<file path="src/rtl/nn_reg_initiator_if.sv">
// Streaming operand/result handshake plus NN register-block bus, grouped for nn_reg_initiator.
interface nn_reg_initiator_if;
  logic        in_valid;
  logic        in_ready;
  logic [31:0] in_a;
  logic [31:0] in_b;
  logic        out_valid;
  logic        out_ready;
  logic [31:0] out_data;
  logic        out_err;
  logic [31:0] addr;
  logic        wren;
  logic [31:0] wrdata;
  logic [31:0] rddata;
  logic        ack;
  logic        nn_ready;
  logic        busy;
  logic [15:0] done_cnt;

  modport master (
    input  in_valid, in_a, in_b, out_ready, rddata, ack, nn_ready,
    output in_ready, out_valid, out_data, out_err, addr, wren, wrdata, busy, done_cnt
  );

  modport slave (
    output in_valid, in_a, in_b, out_ready, rddata, ack, nn_ready,
    input  in_ready, out_valid, out_data, out_err, addr, wren, wrdata, busy, done_cnt
  );
endinterface

</file>
<file path="src/rtl/nn_reg_initiator.sv">
// Bus initiator: pops operand pairs from a FIFO, writes them to the NN register block,
// waits for the core's ready pulse, reads RESULT back and presents it on a valid/ready stream.
module nn_reg_initiator #(
  parameter logic [31:0] BASE_ADDR      = 32'h3000_0000,
  parameter int unsigned FIFO_DEPTH     = 4,
  parameter int unsigned TIMEOUT_CYCLES = 256
) (
  input  logic                clk,
  input  logic                rst_l,
  nn_reg_initiator_if.master  bus
);

  localparam int unsigned PTR_W = $clog2(FIFO_DEPTH);
  localparam int unsigned CNT_W = $clog2(FIFO_DEPTH + 1);
  localparam logic [CNT_W-1:0] FULL     = CNT_W'(FIFO_DEPTH);
  localparam logic [15:0]      TMO_LAST = 16'(TIMEOUT_CYCLES - 1);

  typedef enum logic [2:0] {S_IDLE, S_WR_A, S_WR_B, S_WAIT, S_RD_RES, S_OUT} state_t;

  state_t            state_q, state_d;
  logic [31:0]       fifo_a [FIFO_DEPTH];
  logic [31:0]       fifo_b [FIFO_DEPTH];
  logic [PTR_W-1:0]  wr_ptr, rd_ptr;
  logic [CNT_W-1:0]  count;
  logic              push, pop;
  logic [31:0]       cur_a, cur_b;
  logic              seen_q, seen_d;
  logic [15:0]       timer_q, timer_d;
  logic [31:0]       res_q, res_d;
  logic              err_q, err_d;
  logic [15:0]       done_q;

  assign bus.in_ready  = (count != FULL);
  assign push          = bus.in_valid && bus.in_ready;
  assign pop           = (state_q == S_IDLE) && (count != '0);
  assign bus.out_valid = (state_q == S_OUT);
  assign bus.out_data  = res_q;
  assign bus.out_err   = err_q;
  assign bus.busy      = (state_q != S_IDLE) || (count != '0);
  assign bus.done_cnt  = done_q;

  // Storage needs no reset: pointers and count alone define what is valid.
  always_ff @(posedge clk) begin
    if (push) begin
      fifo_a[wr_ptr] <= bus.in_a;
      fifo_b[wr_ptr] <= bus.in_b;
    end
  end

  always_ff @(posedge clk or negedge rst_l) begin
    if (!rst_l) begin
      wr_ptr  <= '0;
      rd_ptr  <= '0;
      count   <= '0;
      state_q <= S_IDLE;
      cur_a   <= '0;
      cur_b   <= '0;
      seen_q  <= 1'b0;
      timer_q <= '0;
      res_q   <= '0;
      err_q   <= 1'b0;
      done_q  <= '0;
    end else begin
      if (push) wr_ptr <= wr_ptr + PTR_W'(1);
      if (pop) begin
        rd_ptr <= rd_ptr + PTR_W'(1);
        cur_a  <= fifo_a[rd_ptr];
        cur_b  <= fifo_b[rd_ptr];
      end
      case ({push, pop})
        2'b10:   count <= count + CNT_W'(1);
        2'b01:   count <= count - CNT_W'(1);
        default: count <= count;
      endcase
      state_q <= state_d;
      seen_q  <= seen_d;
      timer_q <= timer_d;
      res_q   <= res_d;
      err_q   <= err_d;
      if (state_q == S_OUT && bus.out_ready) done_q <= done_q + 16'd1;
    end
  end

  always_comb begin
    state_d = state_q;
    seen_d  = seen_q;
    timer_d = timer_q;
    res_d   = res_q;
    err_d   = err_q;
    case (state_q)
      S_IDLE: begin
        if (count != '0) begin
          state_d = S_WR_A;
          seen_d  = 1'b0;
        end
      end
      S_WR_A: begin
        if (bus.ack) begin
          state_d = S_WR_B;
        end else begin
          state_d = S_OUT;
          res_d   = '0;
          err_d   = 1'b1;
        end
      end
      S_WR_B: begin
        // A ready pulse can arrive while B is still being written; remember it.
        if (bus.nn_ready) seen_d = 1'b1;
        if (bus.ack) begin
          state_d = S_WAIT;
          timer_d = '0;
        end else begin
          state_d = S_OUT;
          res_d   = '0;
          err_d   = 1'b1;
        end
      end
      S_WAIT: begin
        if (seen_q || bus.nn_ready) begin
          state_d = S_RD_RES;
        end else if (timer_q == TMO_LAST) begin
          state_d = S_OUT;
          res_d   = '0;
          err_d   = 1'b1;
        end else begin
          timer_d = timer_q + 16'd1;
        end
      end
      S_RD_RES: begin
        state_d = S_OUT;
        res_d   = bus.ack ? bus.rddata : '0;
        err_d   = !bus.ack;
      end
      S_OUT: begin
        if (bus.out_ready) state_d = S_IDLE;
      end
      default: state_d = S_IDLE;
    endcase
  end

  // Bus drive depends on registered state only, so reset removes wren immediately.
  always_comb begin
    bus.addr   = '0;
    bus.wren   = 1'b0;
    bus.wrdata = '0;
    case (state_q)
      S_WR_A: begin
        bus.addr   = BASE_ADDR;
        bus.wren   = 1'b1;
        bus.wrdata = cur_a;
      end
      S_WR_B: begin
        bus.addr   = BASE_ADDR + 32'h04;
        bus.wren   = 1'b1;
        bus.wrdata = cur_b;
      end
      S_RD_RES: bus.addr = BASE_ADDR + 32'h30;
      default: ;
    endcase
  end

endmodule

</file>
<file path="src/flat_wrapper.sv">
// flat-port wrapper written by rule: the top's interface ports become plain ports
module nn_reg_initiator_flat 
#(
  parameter logic [31:0] BASE_ADDR      = 32'h3000_0000,
  parameter int unsigned FIFO_DEPTH     = 4,
  parameter int unsigned TIMEOUT_CYCLES = 256
)
  (clk, rst_l, bus_in_valid, bus_in_a, bus_in_b, bus_out_ready, bus_rddata, bus_ack, bus_nn_ready, bus_in_ready, bus_out_valid, bus_out_data, bus_out_err, bus_addr, bus_wren, bus_wrdata, bus_busy, bus_done_cnt);
  nn_reg_initiator_if bus_i ();
  input  logic clk;
  input  logic rst_l;
  input wire logic [$bits(bus_i.in_valid)-1:0] bus_in_valid;
  input wire logic [$bits(bus_i.in_a)-1:0] bus_in_a;
  input wire logic [$bits(bus_i.in_b)-1:0] bus_in_b;
  input wire logic [$bits(bus_i.out_ready)-1:0] bus_out_ready;
  input wire logic [$bits(bus_i.rddata)-1:0] bus_rddata;
  input wire logic [$bits(bus_i.ack)-1:0] bus_ack;
  input wire logic [$bits(bus_i.nn_ready)-1:0] bus_nn_ready;
  output wire logic [$bits(bus_i.in_ready)-1:0] bus_in_ready;
  output wire logic [$bits(bus_i.out_valid)-1:0] bus_out_valid;
  output wire logic [$bits(bus_i.out_data)-1:0] bus_out_data;
  output wire logic [$bits(bus_i.out_err)-1:0] bus_out_err;
  output wire logic [$bits(bus_i.addr)-1:0] bus_addr;
  output wire logic [$bits(bus_i.wren)-1:0] bus_wren;
  output wire logic [$bits(bus_i.wrdata)-1:0] bus_wrdata;
  output wire logic [$bits(bus_i.busy)-1:0] bus_busy;
  output wire logic [$bits(bus_i.done_cnt)-1:0] bus_done_cnt;
  assign bus_i.in_valid = bus_in_valid;
  assign bus_i.in_a = bus_in_a;
  assign bus_i.in_b = bus_in_b;
  assign bus_i.out_ready = bus_out_ready;
  assign bus_i.rddata = bus_rddata;
  assign bus_i.ack = bus_ack;
  assign bus_i.nn_ready = bus_nn_ready;
  assign bus_in_ready = bus_i.in_ready;
  assign bus_out_valid = bus_i.out_valid;
  assign bus_out_data = bus_i.out_data;
  assign bus_out_err = bus_i.out_err;
  assign bus_addr = bus_i.addr;
  assign bus_wren = bus_i.wren;
  assign bus_wrdata = bus_i.wrdata;
  assign bus_busy = bus_i.busy;
  assign bus_done_cnt = bus_i.done_cnt;
  nn_reg_initiator #(.BASE_ADDR(BASE_ADDR), .FIFO_DEPTH(FIFO_DEPTH), .TIMEOUT_CYCLES(TIMEOUT_CYCLES)) u_core (.clk(clk), .rst_l(rst_l), .bus(bus_i));
endmodule
</file>
<file path="config.mk">
export PLATFORM = sky130hd
export DESIGN_NAME = nn_reg_initiator_flat
export DESIGN_NICKNAME = d
export VERILOG_FILES = /design/src/rtl/nn_reg_initiator_if.sv /design/src/rtl/nn_reg_initiator.sv /design/src/flat_wrapper.sv
export SDC_FILE = /design/constraint.sdc
export NUM_CORES = 1
export LEC_CHECK = 0
export CAP_MARGIN = 10
export CORE_ASPECT_RATIO = 0.75
export CORE_MARGIN = 4
export CORE_UTILIZATION = 40
export CTS_BUF_LIST = sky130_fd_sc_hd__clkbuf_8
export CTS_CLUSTER_DIAMETER = 150
export DETAILED_ROUTE_END_ITERATION = 16
export SETUP_SLACK_MARGIN = 0.5
export SLEW_MARGIN = 20
export SYNTH_ARGS = -nofsm -noshare
export SYNTH_HDL_FRONTEND = slang
export SYNTH_SLANG_ARGS = --single-unit
</file>
<file path="constraint.sdc">
create_clock -name clk -period 3.3 [get_ports clk]
set_input_delay 0.825 -clock clk [delete_from_list [all_inputs] [get_ports clk]]
set_output_delay 0.825 -clock clk [all_outputs]
set_load 0.1 [all_outputs]
</file>
Word-level counts from Yosys, hierarchy flattened
Memory sizes are Yosys's and may differ from the RTL's. A register that Yosys moved wholly into a read port is not among the register bits.
Index checks and enable logic that the tools add are counted.
{"block": "word_totals", "ff_bits": 76, "ramBits": 256, "in_bits": 102, "mem_count": 2}
{"name": "u_core.fifo_a", "words": 4, "width": 32, "rd": 1, "rd_ports_with_merged_regs": 1, "write_ports": 1, "line_no": "nn_reg_initiator.sv:21", "source": "logic [31:0] fifo_a [FIFO_DEPTH];"}
{"name": "u_core.fifo_b", "words": 4, "width": 32, "rd": 1, "rd_ports_with_merged_regs": 1, "write_ports": 1, "line_no": "nn_reg_initiator.sv:22", "source": "logic [31:0] fifo_b [FIFO_DEPTH];"}
{"block": "classes", "addsub": 6, "n_eq_ne": 18, "muxes": 29, "n_reduce_logical": 20}
{"op": "$mux 32", "n": 4}
{"op": "$pmux 32 s3", "n": 1}
{"op": "$pmux 30 s3", "n": 1}
{"op": "$pmux 32 s2", "n": 1}
{"op": "$mux 16", "n": 3}
{"op": "$add 16x1->16 const B", "n": 2}
{"op": "$pmux 16 s2", "n": 1}
{"op": "$mux 3", "n": 6}
{"op": "$pmux 3 s6", "n": 1}
{"op": "$eq 16x8->1 const B", "n": 1}
{"op": "$ne 2x2->1 const B", "n": 7}
{"op": "$reduce_bool 3->1", "n": 3}
{"op": "$mux 1", "n": 8}
{"op": "$reduce_and 4->1", "n": 2}
{"op": "$eq 3x2->1 const B", "n": 2}
{"op": "$eq 3x3->1 const B", "n": 2}
{"op": "$pmux 3 s2", "n": 1}
{"op": "$reduce_and 3->1", "n": 2}
{"op": "$reduce_bool 2->1", "n": 3}
{"op": "$add 2x1->2 const B", "n": 2}
{"op": "$add 3x1->3 const B", "n": 1}
{"op": "$eq 3x1->1 const B", "n": 1}
{"op": "$logic_and 1x1->1", "n": 3}
{"op": "$logic_not 1->1", "n": 3}
{"op": "other kinds (11)", "n": 12}

Depth between registers and ports, before layout
{"block": "logic_depth", "word_depth": 4, "ltp_mapped": 11, "depth_no_buf": 10}

Worst setup path after synthesis
OpenSTA, ideal clock, no wires.
{"block": "synth_path", "path_kind": "reg2out", "start": "reg u_core.state_q[1]", "end": "out bus_addr[29]", "t_arrival_ps": 4241, "slack_ps": -1766, "path_stages_with_launch": 4, "cell_sequence": "dfrtp_1 > nor3b_1 > or3_1 > buf_4"}
{"block": "synth_via", "elab_chain_cells": 2}
{"element": "start, declared", "line_no": "nn_reg_initiator.sv:20", "source": "state_t state_q, state_d;"}
{"element": "start signal, assigned", "line_no": "nn_reg_initiator.sv:75", "source": "state_q <= state_d;"}
{"element": "$eq 3x3->1, or another cell as far along", "line_no": "nn_reg_initiator.sv:146", "source": "case (state_q)"}
{"element": "$pmux 30 s3 (*)", "line_no": "nn_reg_initiator.sv:146"}
{"element": "end, declared", "line_no": "flat_wrapper.sv:23", "source": "output wire logic [$bits(bus_i.addr)-1:0] bus_addr;"}
Mark *: on every way between the ends. The rest lies on a longest branch, timed or not.

Worst setup path in the final report
{"block": "layout_path", "start": "reg u_core.state_q[1]", "end": "out bus_wrdata[27]"}
{"block": "layout_via", "elab_chain_cells": 2}
{"element": "$eq 3x2->1 / $eq 3x1->1 (equally long branches)", "line_no": "nn_reg_initiator.sv:146"}
{"element": "$pmux 32 s2 (*)", "line_no": "nn_reg_initiator.sv:146"}
{"element": "end, declared", "line_no": "flat_wrapper.sv:25", "source": "output wire logic [$bits(bus_i.wrdata)-1:0] bus_wrdata;"}
Marks and branches as above.

==> flow_metrics.tcl <==
set metrics [dict create \
    detail_route.iter0.violations 602 \
    finalHoldViolCount 0 \
    maximum_clock_frequency_ghz 0.343 \
    design.portCount 219 \
    worstSkewPairLatency_ps 610 \
    drt.antenna.violating_nets 0 \
    period_needed_ps 2920 \
    core_area_um2 38400 \
    drt-vias-per-instance 5.12 \
    power.density_cell_area_nw_per_um2 1050 \
    htree_levels 2 \
    syn-mean-instance-area_um2 15.9 \
    worst_path_largest_cell_delay_ps 420 \
    synth.area.top_cells "sky130_fd_sc_hd__edfxtp_1 (49%), sky130_fd_sc_hd__dfrtp_1 (22%), sky130_fd_sc_hd__mux4_2 (9.2%)" \
    vias 9135 \
    core.rowCount 62 \
    wl_um 37200 \
    setup_viol_count_final 0 \
    maxCapViolations 0 \
    grt_setup_unrepaired "true" \
    floorplan.die.width_um 236 \
    final.setup_skew_ps 22.2 \
    yosys_warnings 0 \
    final_net_count 1332 \
    regToRegSetupSlack_ps 1070 \
    fill_cell_count 3172 \
    wl_met3_um 2190 \
    synth_top_area_frac 0.493 \
    tritoncts "built" \
    seq_area_frac_synth 0.718 \
    diodes 0 \
    critical-path-top-cell-by-count "sky130_fd_sc_hd__buf_6" \
    worst-endpoint-required_ps 2470 \
    critical_path_arrival_ps 2090 \
    layout_setup_ws_ps 384 \
    area_growth_syn_to_layout_pct 29.9 \
    holdCritPathClass "primary input to asynchronous set/reset pin" \
    dieArea_um2 42200 \
    synth_cell_types 53 \
    worst_setup_path_start_kind "flip-flop" \
    place.gp.congestion 0.816 \
    post-route-drc-count 0 \
    number_of_flops_mapped_to_enable_cells_by_yosys 256 \
    wirelength_met1_um 16700 \
    post_synth_instance_area_um2 15600 \
    clockBufferDepth 3 \
    antenna_found_initial 2 \
    wl_per_cell_um 20.8 \
    endpoint_kind "primary output" \
    globalRoute.totalOverflow 0 \
    cts.sinks 396 \
    synth_flop_cell "sky130_fd_sc_hd__edfxtp_1" \
    critPathBufInv 4 \
    fin_setup_tns_ps 0 \
    clk_transition_reported_paths_ps 70 \
    drt_pre_antenna_iters 8 \
    final_layout_size_suffix_gt1_frac 0.267 \
    placedCellCount 1651 \
    p_leak_nw 8.08 \
    critical_path.max_fanout 8 \
    stdcell_count 1785 \
    ys_async_sr_fraction 0.354 \
    grt_pass1_wl_um 55200 \
    dr.max_layer_used "met5" \
    layout.cells.most_common "sky130_fd_sc_hd__edfxtp_1" \
    postSynthRegisterBits 396 \
    path_delay_family "buffers and inverters" \
    grt.total_usage 0.169 \
    cts-root-buf "sky130_fd_sc_hd__clkbuf_8" \
    final-max-slew-violation-count 0 \
    status "completed" \
    crit_cells 6 \
    critPathKind "flip-flop to primary output" \
    worst_slew_margin_rel 0.292 \
    first_global_vias 9306 \
    irDropWorstVdd_uv 805 \
    die_height_um 179 \
    whs_ps 189 \
    synthDominantAreaCellType "sky130_fd_sc_hd__edfxtp_1" \
    detailroute.wirelength.met2_um 17700 \
    post-route-period-util 0.884 \
    postSynthCellCount 978 \
    critical_path.slowest_cell "sky130_fd_sc_hd__dfrtp_2" \
    path_cells "buf_6 -> nor3b_4 -> buf_6 -> clkbuf_16 -> a22o_4 -> buf_12" \
    numCtsBuffers 60 \
    grt_start_max_net_pins 67 \
    pre_cts_ws_ps 506 \
    detailed_place_hpwl_um 21900 \
    worst_reg_to_reg_path_cell_count 6 \
    io_buffer_count 191 \
    worst-slew-pin-transition_ps 1060 \
    starting_density_of_the_core 0.406 \
    layout.cells.most_common_list "sky130_fd_sc_hd__edfxtp_1 (256), sky130_fd_sc_hd__nand2_1 (217), sky130_fd_sc_hd__dfrtp_1 (135)" \
]
## report_power, final
| part | internal, mW | switching [mW] |
|---|---|---|
| Clock | 2.15 | 1.88 |
| Combinational | 3.53 | 6.11 |
| Sequential | 6.69 | 0.860 |
| Total | 12.4 | 8.85 |
## per-layer routing
layer,up-vias,track usage
li1,4130,-
met1,4685,0.237
met2,262,0.273
met3,54,0.0380
met4,4,0.0384
met5,-,0
## worst register-to-register path, stage by stage, from the launching register on
cell,delay [ps]
sky130_fd_sc_hd__dfrtp_1,430
sky130_fd_sc_hd__ha_1,240
sky130_fd_sc_hd__and3_1,270
sky130_fd_sc_hd__and4_1,470
sky130_fd_sc_hd__o32ai_4,150
sky130_fd_sc_hd__buf_4,270
sky130_fd_sc_hd__a22o_1,300
## stage by stage
step / cell area [um2] / total power, mW / utilization
finish: 20300 / 21.2 / 0.527
detailed placement: 18500 / 16.6 / 0.481
floorplan: 15800 / 13.8 / -
global placement: 18500 / 16.5 / 0.481
CTS: 19900 / 21.0 / 0.518
global route: 20300 / 22.3 / 0.527
## registers in the layout, summed over array words and instances (netlist names)
| register | cells |
|---|---|
| u_core.fifo_a | 128 |
| u_core.fifo_b | 128 |
| u_core.bus.out_data | 32 |
| u_core.cur_a | 32 |
| u_core.cur_b | 32 |
| u_core.bus.done_cnt | 16 |
| u_core.timer_q | 16 |
| u_core.count | 3 |
| u_core.state_q | 3 |
| u_core.rd_ptr | 2 |
| u_core.wr_ptr | 2 |
| u_core.bus.out_err | 1 |
| u_core.seen_q | 1 |
## cell type report
cell class	instances	area, um2	share of cell area
clock inverters	44	269	0.0133
repair buffers	233	2760	0.136
clock buffers	69	950	0.0469
well taps	512	641	0.0316
flip-flops and latches	396	11200	0.553
inverters	11	41.3	0.00204
multi-input cells	520	4390	0.217
## synthesized netlist by cell type, types with 7 or more instances
library cell               count
sky130_fd_sc_hd__a22o_1       64
sky130_fd_sc_hd__a31oi_1       9
sky130_fd_sc_hd__and4_1        7
sky130_fd_sc_hd__buf_2        19
sky130_fd_sc_hd__buf_4        30
sky130_fd_sc_hd__clkbuf_1     22
sky130_fd_sc_hd__dfrtp_1     140
sky130_fd_sc_hd__edfxtp_1    256
sky130_fd_sc_hd__ha_1          7
sky130_fd_sc_hd__inv_1        11
sky130_fd_sc_hd__mux2i_1       7
sky130_fd_sc_hd__mux4_2       64
sky130_fd_sc_hd__nand2_1     218
sky130_fd_sc_hd__nand3_1      14
sky130_fd_sc_hd__nand4_1       8
sky130_fd_sc_hd__nor3_1        8
sky130_fd_sc_hd__xnor2_1      17
## worst paths after layout
kind / from / to
setup / recovery: u_core.state_q[1] / bus_wrdata[27]
hold / removal: rst_l / u_core.timer_q[5]
setup reg to reg: u_core.timer_q[0] / u_core.bus.out_data[10]
hold reg to reg: u_core.bus.done_cnt[15] / u_core.bus.done_cnt[15]
max in group asynchronous: rst_l / u_core.cur_a[13]
min in group clk: u_core.bus.done_cnt[15] / u_core.bus.done_cnt[15]
## timing repair
item,CTS,global route
cloned,1,5
endpoints found under the setup margin,39,39
pin swaps,2,32
buffers inserted,10,5
resized for setup,20,38
hold buffers,0,0
## cell families after synthesis
group / share of synthesized area
simple gates: 0.0843
flops: 0.718
other cells: 0.000241
mux: 0.0977
xor+xnor: 0.0118
compound gates: 0.0513
fa+ha+maj: 0.00690
buf+inv: 0.0299
Power figures use the tool's default switching activity.
